==> src/rtl/rv32im_bus_arbiter.sv <==
// ----------------------------------------------------------------------------
// rv32im_bus_arbiter
// Wishbone arbiter and multiplexer that lets NUM_MASTERS requesters share one
// bus. It offers a fixed-priority or round-robin policy and an optional
// watchdog that errors out a stalled strobe.
//
// Ports
//   clk_i, reset_ni      clock, asynchronous active-low reset
//   ctrl_req_i           per-master bus request
//   ctrl_grant_o         one-hot grant, all-zero while idle (registered)
//   owner_o              index of the granted master (registered)
//   busy_o               a master holds the bus (registered)
//   m_adr_i/m_dat_i/     packed master payloads; master k occupies slice k
//   m_sel_i/m_cyc_i/
//   m_stb_i/m_we_i
//   m_dat_o              slave read data broadcast to every master
//   m_ack_o/m_err_o      per-master ack / err, only ever to the owner
//   s_adr_o ... s_we_o   shared bus driven from the owner's slices
//   s_dat_i/s_ack_i/     slave responses
//   s_err_i
//   timeout_o            one-cycle pulse when the watchdog fires
// ----------------------------------------------------------------------------
module rv32im_bus_arbiter #(
  parameter int unsigned XLEN           = 32,
  parameter int unsigned NUM_MASTERS    = 3,
  parameter int unsigned ROUND_ROBIN    = 0,
  parameter int unsigned TIMEOUT_CYCLES = 0
) (
  input  logic                               clk_i,
  input  logic                               reset_ni,
  input  logic [NUM_MASTERS-1:0]             ctrl_req_i,
  output logic [NUM_MASTERS-1:0]             ctrl_grant_o,
  output logic [$clog2(NUM_MASTERS)-1:0]     owner_o,
  output logic                               busy_o,
  input  logic [NUM_MASTERS*(XLEN-2)-1:0]    m_adr_i,
  input  logic [NUM_MASTERS*XLEN-1:0]        m_dat_i,
  input  logic [NUM_MASTERS*4-1:0]           m_sel_i,
  input  logic [NUM_MASTERS-1:0]             m_cyc_i,
  input  logic [NUM_MASTERS-1:0]             m_stb_i,
  input  logic [NUM_MASTERS-1:0]             m_we_i,
  output logic [XLEN-1:0]                    m_dat_o,
  output logic [NUM_MASTERS-1:0]             m_ack_o,
  output logic [NUM_MASTERS-1:0]             m_err_o,
  output logic [XLEN-3:0]                    s_adr_o,
  output logic [XLEN-1:0]                    s_dat_o,
  output logic [3:0]                         s_sel_o,
  output logic                               s_cyc_o,
  output logic                               s_stb_o,
  output logic                               s_we_o,
  input  logic [XLEN-1:0]                    s_dat_i,
  input  logic                               s_ack_i,
  input  logic                               s_err_i,
  output logic                               timeout_o
);

  localparam int unsigned AW       = XLEN - 2;
  localparam int unsigned SW       = 4;
  localparam int unsigned OW       = $clog2(NUM_MASTERS);
  localparam int unsigned CW       = (TIMEOUT_CYCLES > 1) ? $clog2(TIMEOUT_CYCLES) : 1;
  localparam int unsigned WD_LIMIT = (TIMEOUT_CYCLES > 0) ? TIMEOUT_CYCLES - 1 : 0;
  localparam bit          WD_EN    = (TIMEOUT_CYCLES > 0);
  localparam bit          RR_EN    = (ROUND_ROBIN != 0);

  typedef enum logic [0:0] {
    ST_IDLE    = 1'b0,
    ST_GRANTED = 1'b1
  } state_e;

  state_e                 state_q, state_d;
  logic [NUM_MASTERS-1:0] grant_q, grant_d;
  logic [OW-1:0]          owner_q, owner_d;
  logic [OW-1:0]          rr_ptr_q, rr_ptr_d;
  logic [CW-1:0]          wd_cnt_q, wd_cnt_d;

  logic                   win_found;
  logic [OW-1:0]          win_idx;
  int unsigned            scan_base;
  int unsigned            scan_idx;

  logic                   wd_stall;
  logic                   wd_fire;

  // Winner selection: scan upward starting just after a base index. Fixed
  // priority uses base N-1 so the scan starts at master 0; round-robin starts
  // just after the last winner.
  always_comb begin : pick_winner
    win_found = 1'b0;
    win_idx   = '0;
    scan_idx  = 0;
    scan_base = RR_EN ? 32'(rr_ptr_q) : NUM_MASTERS - 1;
    for (int unsigned i = 1; i <= NUM_MASTERS; i++) begin
      scan_idx = (scan_base + i) % NUM_MASTERS;
      if (!win_found && ctrl_req_i[OW'(scan_idx)]) begin
        win_found = 1'b1;
        win_idx   = OW'(scan_idx);
      end
    end
  end

  // State register together with the grant bookkeeping it qualifies.
  always_ff @(posedge clk_i or negedge reset_ni) begin : state_reg
    if (!reset_ni) begin
      state_q  <= ST_IDLE;
      grant_q  <= '0;
      owner_q  <= '0;
      rr_ptr_q <= OW'(NUM_MASTERS - 1);
    end else begin
      state_q  <= state_d;
      grant_q  <= grant_d;
      owner_q  <= owner_d;
      rr_ptr_q <= rr_ptr_d;
    end
  end

  // Next-state logic. A release always passes through IDLE, so a waiting
  // request is only considered on the cycle after the drop.
  always_comb begin : fsm_next
    state_d  = state_q;
    grant_d  = grant_q;
    owner_d  = owner_q;
    rr_ptr_d = rr_ptr_q;
    case (state_q)
      ST_IDLE: begin
        if (win_found) begin
          state_d          = ST_GRANTED;
          grant_d          = '0;
          grant_d[win_idx] = 1'b1;
          owner_d          = win_idx;
          rr_ptr_d         = win_idx;
        end
      end
      ST_GRANTED: begin
        if (!ctrl_req_i[owner_q]) begin
          state_d = ST_IDLE;
          grant_d = '0;
        end
      end
      default: begin
        state_d = ST_IDLE;
        grant_d = '0;
      end
    endcase
  end

  // Output decode: one-hot grant selects the owner's slices, zero when idle.
  always_comb begin : bus_mux
    ctrl_grant_o = grant_q;
    owner_o      = owner_q;
    busy_o       = (state_q == ST_GRANTED);
    s_adr_o      = '0;
    s_dat_o      = '0;
    s_sel_o      = '0;
    s_cyc_o      = 1'b0;
    s_stb_o      = 1'b0;
    s_we_o       = 1'b0;
    for (int unsigned k = 0; k < NUM_MASTERS; k++) begin
      if (grant_q[k]) begin
        s_adr_o = m_adr_i[k*AW +: AW];
        s_dat_o = m_dat_i[k*XLEN +: XLEN];
        s_sel_o = m_sel_i[k*SW +: SW];
        s_cyc_o = m_cyc_i[k];
        s_stb_o = m_stb_i[k];
        s_we_o  = m_we_i[k];
      end
    end
  end

  // Response routing; a slave ack in the expiry cycle masks the watchdog
  // because the stall term already excludes ack.
  assign m_dat_o   = s_dat_i;
  assign m_ack_o   = s_ack_i ? grant_q : '0;
  assign m_err_o   = (s_err_i || wd_fire) ? grant_q : '0;
  assign timeout_o = wd_fire;

  // Watchdog: count unanswered strobe cycles; fire on the last allowed one.
  assign wd_stall = busy_o && s_stb_o && !s_ack_i && !s_err_i;
  assign wd_fire  = WD_EN && wd_stall && (wd_cnt_q == CW'(WD_LIMIT));

  always_comb begin : wd_next
    wd_cnt_d = wd_cnt_q + CW'(1);
    if (!WD_EN || !wd_stall || wd_fire) begin
      wd_cnt_d = '0;
    end
  end

  always_ff @(posedge clk_i or negedge reset_ni) begin : wd_reg
    if (!reset_ni) begin
      wd_cnt_q <= '0;
    end else begin
      wd_cnt_q <= wd_cnt_d;
    end
  end

endmodule

==> config.mk <==
export PLATFORM = sky130hd
export DESIGN_NAME = rv32im_bus_arbiter
export DESIGN_NICKNAME = d
export VERILOG_FILES = /design/src/rtl/rv32im_bus_arbiter.sv
export SDC_FILE = /design/constraint.sdc
export NUM_CORES = 1
export LEC_CHECK = 0
export BUFFER_PORTS_ARGS = -buffer_cell sky130_fd_sc_hd__buf_2
export CAP_MARGIN = 15
export CORE_AREA = 2 2 140 142
export CTS_CLUSTER_DIAMETER = 40
export DETAILED_ROUTE_END_ITERATION = 7
export DIE_AREA = 0 0 142 144
export SYNTH_ARGS = -nofsm -noshare
export SYNTH_HDL_FRONTEND = slang
export SYNTH_SLANG_ARGS = --single-unit
==> constraint.sdc <==
create_clock -name clk_i -period 1.63 [get_ports clk_i]
set_input_delay 0.163 -clock clk_i [delete_from_list [all_inputs] [get_ports clk_i]]
set_output_delay 0.163 -clock clk_i [all_outputs]
set_load 0.01 [all_outputs]
==> results.toml <==
[place]
place_ws_ns = 0.1449
post-dp-hpwl_um = 7559
port_buffers = 294
place_area_um2 = 3412
gp_congestion = 0.7509
dp_cells = 789

[floorplan]
fp-row-count = 51
dieArea_um2 = 20450
io_pins = 360
design.core.area_um2 = 19080
die_x_um = 142
die_y_um = 144
initial_core_util_pct = 9.988

[clocking]
cts-root-buf = "clkbuf_16"
cts.clk_slew.worst_paths_ns = 0.03
clock_tree.buffer_depth = 2
h-tree-depth = 1
cts_tree = "built"
clock_sinks = 6
cts_buffers = 3
insertion_delay_ns = 0.23

[final_layout]
multi_input_area_um2 = 1403
finalNonFillerCells = 807
fillCellCount = 2176
drive_gt1_share_pct = 60.46
syn_to_final_growth_pct = 99.80
diodes = 0
fin_area_um2 = 3807
fin_util_pct = 19.96
regArea_um2 = 155.1
fin_nets = 816

[global_routing]
grt_overflow = 0
grt_pass1_wl_um = 12580
grt_max_degree = 76
grt_use_total_pct = 7.527
grt_pass1_vias = 2631
antenna_found_initial = 0

[critical_path]
worst-path-buf-inv = 3
startpoint_type = "register"
worst_setup_path_end_kind = "output pin"
slowest_delay_ns = 0.42
critPathSlowestCell = "dfrtp_2"
cp_cell_sequence = "nor2b_4 -> buf_6 -> clkbuf_16 -> a22oi_1 -> o21ai_0 -> buf_2"
worstPathRequired_ns = 1.47
crit_type = "register to output pin"
worstPathMaxFanout = 9
cpLargestDelayFamily = "buffers and inverters"
cp.arrival_ns = 1.51

[timing]
finalCritPeriodShare_pct = 102.8
finalHoldViolCount = 0
fin_skew_ns = 0.001783
rsz0062_at_grt = "yes"
hold-worst-slack_ns = 0.2427
tns_ns = -0.3013
period_needed_ns = 1.675
max_freq_mhz = 596.9
setup_viol = 18
setup_ws_ns = -0.04537
slew_violations = 0

[logic_synthesis]
yosys_register_bits = 6
yosysTopAreaCell = "a22oi_1"
synth_area_per_cell_um2 = 6.147
synth_cells = 310
netlist_area_um2 = 1906
ys_warn_count = 0
synth_area_leaders = "a22oi_1 27%, buf_4 15%, nand2_1 14%, o21ai_0 14%, dfrtp_1 7.9%"
syn_nets = 556
seq_area_frac_synth_pct = 7.879
yosysTopAreaCellShare_pct = 27.18
ys_types = 24

[power]
p_total_mw = 4.734
p_clk_share_pct = 8.6
powerDensity_nw_per_um2 = 1243
switchingPower_mw = 2.238
vdd_drop_max_v = 0.0003488
intPower_mw = 2.497
power_frac_comb_pct = 85.2
seqPwrFrac_pct = 6.3
p_leak_nw = 1.917
p_sw_share_pct = 47.26

[routing]
via_count = 3247
ant_nets = 0
drt_first_iter_violations = 142
routed_via_density = 4.024
drc = 0
avgRoutedWirePerCell_um = 13.01
first_pass_iters = 4
wl_um = 10500

[job]
cap_violations = 0

[worst_hold_path]
holdCritPathClass = "input port to register"

[status]
status = "complete, but fails checks"
violations = "setup timing"
## synthesized netlist by cell type
cell type and number:
a22oi_1 69, buf_6 1, o21ai_0 52, buf_4 37, buf_8 2, buf_2 10, a21oi_1 4, mux2i_1 1
conb_1 1, o21ai_1 20, nor2b_4 1, buf_1 1, clkbuf_1 12, and2_1 6, nand3b_1 1, buf_12 1
nor3_1 1, dfrtp_1 6, a22o_1 4, nor2_1 5, o31ai_1 1, nand2_1 71, or2_2 1, inv_1 2
## path summary, 6_finish.rpt
check | startpoint | slack [ns] | endpoint | cells after the start
hold / removal | ctrl_req_i[2] | 0.24 | ctrl_grant_o[2]$_DFFE_PN0P_ | 2
setup / recovery | ctrl_grant_o[1]$_DFFE_PN0P_ | -0.05 | s_adr_o[5] | 6
hold reg to reg | busy_o$_DFF_PN0_ | 0.59 | busy_o$_DFF_PN0_ | 1
max in group asynchronous | reset_ni | 1.17 | ctrl_grant_o[2]$_DFFE_PN0P_ | 2
min in group asynchronous | reset_ni | 0.29 | ctrl_grant_o[2]$_DFFE_PN0P_ | 2
setup reg to reg | owner_o[1]$_DFFE_PN0P_ | 0.40 | ctrl_grant_o[1]$_DFFE_PN0P_ | 4
## worst reg2reg max path: stages (launching register included)
cell     delay, ns
dfrtp_1       0.43
mux2i_1       0.20
o21ai_0       0.08
a22o_1        0.21
a22o_1        0.19
## metal layers
metal	vias to the layer above	global-route usage (%)	share of wire, %
li1	1611	-	-
met1	1452	9.053	40
met2	168	13.70	52
met3	16	0.9272	6.5
met4	0	2.789	1.7
met5	-	0	0
## repair_timing
item,in CTS,in global routing
buffers inserted,4,3
hold buffers,1,0
endpoints found under the setup margin,49,67
pin swaps,0,13
hold endpoints to repair,6,0
gates resized for setup,23,46
cloned,0,6
## cell families after synthesis
family,share of synthesized area (%)
AND/OR/NAND/NOR,18.65
other,0.1968
AO/OA/AOI/OAI,49.38
flip-flops,7.879
buffers and inverters,23.38
multiplexers,0.5253
## cells in the final DEF (no fill, tap or decap), drive strengths merged, types with 2 or more instances in the layout
| cell type | n |
|---|---|
| dfrtp | 6 |
| a22o | 4 |
| nand2 | 71 |
| nor2 | 5 |
| o21ai | 72 |
| and2 | 6 |
| inv | 2 |
| a21oi | 4 |
| clkbuf | 8 |
| buf | 314 |
| a22oi | 69 |
## flip-flops by register name (all words and copies together), names as in the netlist
name,cells
ctrl_grant_o,3
owner_o,2
busy_o,1
## cell type report
cell class                      instances  area share [%]
Timing Repair Buffer                  319           49.00
Multi-Input combinational cell        238           36.84
Tap cell                              238           7.821
Sequential cell                         6           4.075
Clock buffer                            4           2.070
Inverter                                2          0.1972
## power groups by stage
stage | clock network, mW | registers, mW | logic, mW
after floorplan | 0 | 0.312 | 1.98
after global placement | 0 | 0.305 | 3.24
after detailed placement | 0 | 0.304 | 3.25
after CTS | 0.417 | 0.295 | 3.40
after global routing | 0.432 | 0.309 | 4.40
final | 0.407 | 0.296 | 4.03
(Power assumes the default switching activity.)
